### src/rtl/rr_fifo_arbiter.sv
// Round-robin arbiter that merges N bypass FIFOs into one ready/valid stream
// through a 2-entry first-word-fall-through output buffer, flagging FIFO protocol errors.
module rr_fifo_arbiter #(
  parameter int N     = 3,
  parameter int WIDTH = 64,
  parameter int IDX_W = $clog2(N)
) (
  input  logic               CLK,
  input  logic               Reset_n,
  input  logic [N-1:0]       i_Req,
  output logic [N-1:0]       o_Grant,
  input  logic [N-1:0]       i_Valid,
  input  logic [N*WIDTH-1:0] i_Data,
  output logic               o_Valid,
  output logic [WIDTH-1:0]   o_Data,
  input  logic               i_Ready,
  output logic               o_Err
);

  logic [IDX_W-1:0] ptr;
  logic [IDX_W-1:0] idx_q;
  logic             gnt_q;
  logic [1:0]       occ;
  logic [WIDTH-1:0] head_q;
  logic [WIDTH-1:0] tail_q;

  logic             pop;
  logic [2:0]       occ_sum;
  logic             credit_ok;
  logic             win_found;
  logic [IDX_W-1:0] win_idx;
  logic [IDX_W:0]   cand;
  logic             grant_en;
  logic [WIDTH-1:0] push_data;
  logic [N-1:0]     expect_valid;
  logic             proto_err;

  assign pop     = o_Valid & i_Ready;
  // Counting the in-flight word guarantees it always lands in a free slot.
  assign occ_sum   = 3'(occ) + 3'(gnt_q) - 3'(pop);
  assign credit_ok = occ_sum < 3'd2;

  always_comb begin
    win_found = 1'b0;
    win_idx   = '0;
    cand      = '0;
    for (int i = 0; i < N; i++) begin
      cand = {1'b0, ptr} + (IDX_W+1)'(i);
      if (cand >= (IDX_W+1)'(N)) cand = cand - (IDX_W+1)'(N);
      if (!win_found && i_Req[cand[IDX_W-1:0]]) begin
        win_found = 1'b1;
        win_idx   = cand[IDX_W-1:0];
      end
    end
  end

  assign grant_en = Reset_n & win_found & credit_ok;

  always_comb begin
    o_Grant = '0;
    if (grant_en) o_Grant[win_idx] = 1'b1;
  end

  always_comb begin
    push_data = '0;
    for (int k = 0; k < N; k++) begin
      if (idx_q == IDX_W'(k)) push_data = i_Data[k*WIDTH +: WIDTH];
    end
  end

  always_comb begin
    expect_valid = '0;
    if (gnt_q) expect_valid[idx_q] = 1'b1;
  end

  assign proto_err = (|(i_Valid & ~expect_valid)) | (gnt_q & ~i_Valid[idx_q]);

  always_ff @(posedge CLK) begin
    if (!Reset_n) begin
      ptr    <= '0;
      gnt_q  <= 1'b0;
      idx_q  <= '0;
      occ    <= 2'd0;
      head_q <= '0;
      tail_q <= '0;
      o_Err  <= 1'b0;
    end else begin
      gnt_q <= grant_en;
      if (grant_en) begin
        idx_q <= win_idx;
        ptr   <= (win_idx == IDX_W'(N-1)) ? '0 : win_idx + 1'b1;
      end
      occ <= occ_sum[1:0];
      if (proto_err) o_Err <= 1'b1;
      // head_q is always the oldest word; tail_q only holds data when occ is 2.
      case ({gnt_q, pop})
        2'b10: begin
          if (occ == 2'd0) head_q <= push_data;
          else             tail_q <= push_data;
        end
        2'b01: head_q <= tail_q;
        2'b11: begin
          if (occ == 2'd1) head_q <= push_data;
          else begin
            head_q <= tail_q;
            tail_q <= push_data;
          end
        end
        default: ;
      endcase
    end
  end

  assign o_Valid = (occ != 2'd0);
  assign o_Data  = head_q;

endmodule

### config.mk
export PLATFORM = sky130hd
export DESIGN_NAME = rr_fifo_arbiter
export DESIGN_NICKNAME = d
export VERILOG_FILES = /design/src/rtl/rr_fifo_arbiter.sv
export SDC_FILE = /design/constraint.sdc
export NUM_CORES = 1
export LEC_CHECK = 0
export CAP_MARGIN = 10
export CORE_ASPECT_RATIO = 0.8
export CORE_MARGIN = 2
export CORE_UTILIZATION = 45
export CTS_BUF_LIST = sky130_fd_sc_hd__clkbuf_2
export DETAILED_ROUTE_END_ITERATION = 10
export GPL_ROUTABILITY_DRIVEN = 0
export PLACE_DENSITY = 0.88
export SLEW_MARGIN = 40
export SYNTH_ARGS = -nofsm -noshare
export SYNTH_HDL_FRONTEND = slang
export SYNTH_SLANG_ARGS = --single-unit
### constraint.sdc
create_clock -name CLK -period 2.4 [get_ports CLK]
set_input_delay 0.24 -clock CLK [delete_from_list [all_inputs] [get_ports CLK]]
set_output_delay 0.24 -clock CLK [all_outputs]
set_load 0.01 [all_outputs]
==> results by group <==
Clock tree
  • Clock Root Buffer: clkbuf_2
  • Hold_buf cts: 0
  • CTS Buffer Depth: 2
  • Clock-pin slew on the worst setup and hold paths: roughly 0.23 ns
  • CTS Buf Count: 17
  • Clock Sinks: 136
  • CTS tree: built
  • Worst-Skew Late Latency: between 0.7 and 0.8 ns
  • H-tree level count: 4

Critical path
  • Delay-heaviest family, CP: adder cells
  • R2R depth: 17
  • WS Path Type: reg2out
  • CP Buf/Inv Count: 3
  • Worst endpoint data arrival time: 2.73 ns
  • Crit. End Element: output port
  • Slowest stage delay, CP: around 0.43 ns
  • Cell Chain, Critical Path: inv_4, nand3_4, nand2_4, ha_4, fa_2, xnor2_2, nor3b_2, buf_4, o2111a_1, buf_2
  • CP startpoint kind: flip-flop
  • WP data required: 2.16 ns
  • Slowest cell on the critical path: dfxtp_4
  • Levels on crit path: 10
  • Peak fanout along the critical path: 3

Yosys
  • Fraction of registers with async set/reset: 0%
  • Ys flop type: dfxtp_1
  • Syn Inst Count: approximately 860
  • Sequential share of the synthesized area: 37.6%
  • Post-Syn Area per Cell: 8.44 um^2
  • Synthesized cell area: 0.00725 mm^2
  • Syn_nets: 1065
  • Distinct cells, synth: 40
  • FF+latch count, synth: 136
  • Yosys warning total: 0
  • Post-synth EDFFs: 0

Detailed routing
  • First DRT Iteration DRCs: between 300 and 400
  • Detailed-route wire length per cell: approximately 16 um
  • First-pass DRT Iterations: 7
  • Antenna-violating nets left: 0
  • DRT Wirelength: 20.9 mm
  • Total number of vias: between 7000 and 8000
  • DRC: 0
  • Vias/cell: 5.42

Global route
  • All-layer global routing usage: 23.3%
  • Gr ovfl total: 0
  • Initial antenna violation count: 1
  • GRT busiest layer: met2
  • Met1 GRT Util: 27.7%
  • First-pass GRT wire length: 32.9 mm
  • GRT met2 Usage: 40.1%
  • Met3 Use GR: ~7.4%
  • Largest net degree at the start of global routing: 78
  • Vias in the first global route: 6792

Floorplan
  • Initial Utilization: 46.0%
  • Row count: 41
  • Die ar.: 0.0171 mm^2
  • Core box area: 0.0157 mm^2
  • Die W: 146 um
  • I/O pin cnt: 270
  • Die height: 117 um

Cells and area
  • P&R area growth vs syn: 45.7%
  • Multi-input gate area: 0.00423 mm^2
  • Commonest cells after routing, fill and taps aside: clkdlybuf4s50_1 (264), nor2_1 (132), dfxtp_1 (131)
  • Commonest non-fill, non-tap cell in the layout: clkdlybuf4s50_1
  • Layout cells sized above 1: under 10%
  • Seq. cell area: 0.00273 mm^2
  • Fill cell count: 1246
  • Layout net count: 1309

Timing
  • Max Slew Vio Count: 0
  • Maximum clock frequency: 0.337 GHz
  • Final setup viols: 5
  • Hold Fails Final Rpt: 0
  • Sum Neg Setup Slack: -2.12 ns
  • Final worst slack: -0.571 ns
  • Clk_skew: 0.0335 ns
  • Fin crit share: 124%
  • RSZ-0062 raised after global routing: yes
  • Final min period: 2.97 ns
  • Max transition margin: approximately 53%
  • Measured slew at the worst slew-check pin: 0.707 ns

Status
  • Failing checks: negative setup slack
  • Status: complete, but fails checks

Pwr
  • Worst IR drop on VDD: approximately 0.7 mV
  • Leakage: 4.80 nW
  • Pwr Density: 1060 mW/mm^2

Place
  • Input/output buffers: 269
  • Hpwl dp: 14.4 mm
  • Worst slack, placed: -0.709 ns

Job
  • MaxCap Viol Count: 0

Worst hold path
  • Hold depth: 3
  • Hold Path Class: in2reg
repair_timing:
| action | in CTS | in global routing |
|---|---|---|
| endpoints found under the hold margin | 0 | 0 |
| pin swaps | 4 | 1 |
| buffers inserted | 8 | 2 |
| resized for setup | 31 | 12 |
| cloned | 0 | 0 |
| setup endpoints to repair | 4 | 5 |
tightest hold or removal path, cell delays in order:
cell and delay [ns]:
buf_4 0.14, buf_4 0.30, o211a_1 0.17
stage by stage:
step                      total power, mW  util [%]  hold WS (ns)  std cells  instance area (um^2)
after floorplan                      7.15         -         0.473        858                  7250
after global placement               9.29      64.1         0.436       1288                 10100
after detailed placement             9.45      64.1         0.442       1288                 10100
after CTS                            11.1      66.4        0.0660       1328                 10500
after global routing                 12.0      67.0        0.0866       1331                 10600
final                                11.2      67.0         0.134       1331                 10600
cell families (layout without fill, tap and decap cells):
group                    after synthesis  in the layout  synth area share (%)
other                                  0              1                     0
buffers and inverters                 85            342                  6.16
multiplexers                          69             69                  9.53
AND/OR/NAND/NOR                      278            278                  15.2
AO/OA/AOI/OAI                        283            283                  30.3
adder cells (fa/ha/maj)                6              6                  1.14
XOR/XNOR                               1              1                 0.121
flip-flops                           136            136                  37.6
sequential cells by signal, indices dropped and copies added (netlist names):
signal,count
o_Data,64
gnt_q,1
occ,2
ptr,2
o_Err,1
tail_q,64
idx_q,2
cell type report:
type,instances,area share [%]
sequential,136,25.9
multi-input combinational,637,40.0
tap,215,2.55
clock inverter,15,1.68
clock buffer,17,0.806
inverter,7,0.273
antenna,1,0.0237
timing repair buffer,303,28.7
final timing paths:
kind                      startpoint                       to  slack (ns)
max reg2reg        occ[0]$_SDFF_PN0_      ptr[1]$_SDFFE_PN0P_       -0.23
min                          Reset_n  tail_q[57]$_SDFFE_PN0P_        0.13
min reg2reg  o_Data[20]$_SDFFE_PN0P_  o_Data[20]$_SDFFE_PN0P_        0.46
max                occ[0]$_SDFF_PN0_               o_Grant[0]       -0.57
where the power goes:
part           switching [mW]  internal (mW)
clock network           0.899          0.583
logic                    3.29           3.02
registers               0.404           3.00
total                    4.60           6.60
Yosys cell counts (3+ instances only):
cell type / number / share of area, %
dfxtp_1: 136 / 38
nor2_1: 132 / 6.8
nand2_1: 131 / 6.8
mux2i_1: 69 / 9.5
a21oi_1: 68 / 4.7
a21boi_1: 66 / 6.8
a211o_1: 64 / 7.7
o211a_1: 64 / 8.8
buf_2: 35 / 2.4
clkbuf_1: 29 / 1.5
buf_1: 5 / 0.26
buf_4: 5 / 0.52
ha_1: 5 / 0.86
inv_1: 5 / 0.26
buf_12: 4 / 1.1
o21ai_0: 4 / 0.28
a31o_1: 3 / 0.36
nor2b_1: 3 / 0.26
o21ai_1: 3 / 0.21
routing by layer:
| metal | share of wire (%) | vias to the layer above |
|---|---|---|
| li1 | - | 3515 |
| met1 | 41 | 3376 |
| met2 | 49 | 287 |
| met3 | 8.0 | 34 |
| met4 | 2.0 | 0 |
| met5 | 0 | - |
No activity file was read; power rests on OpenSTA's default activity.
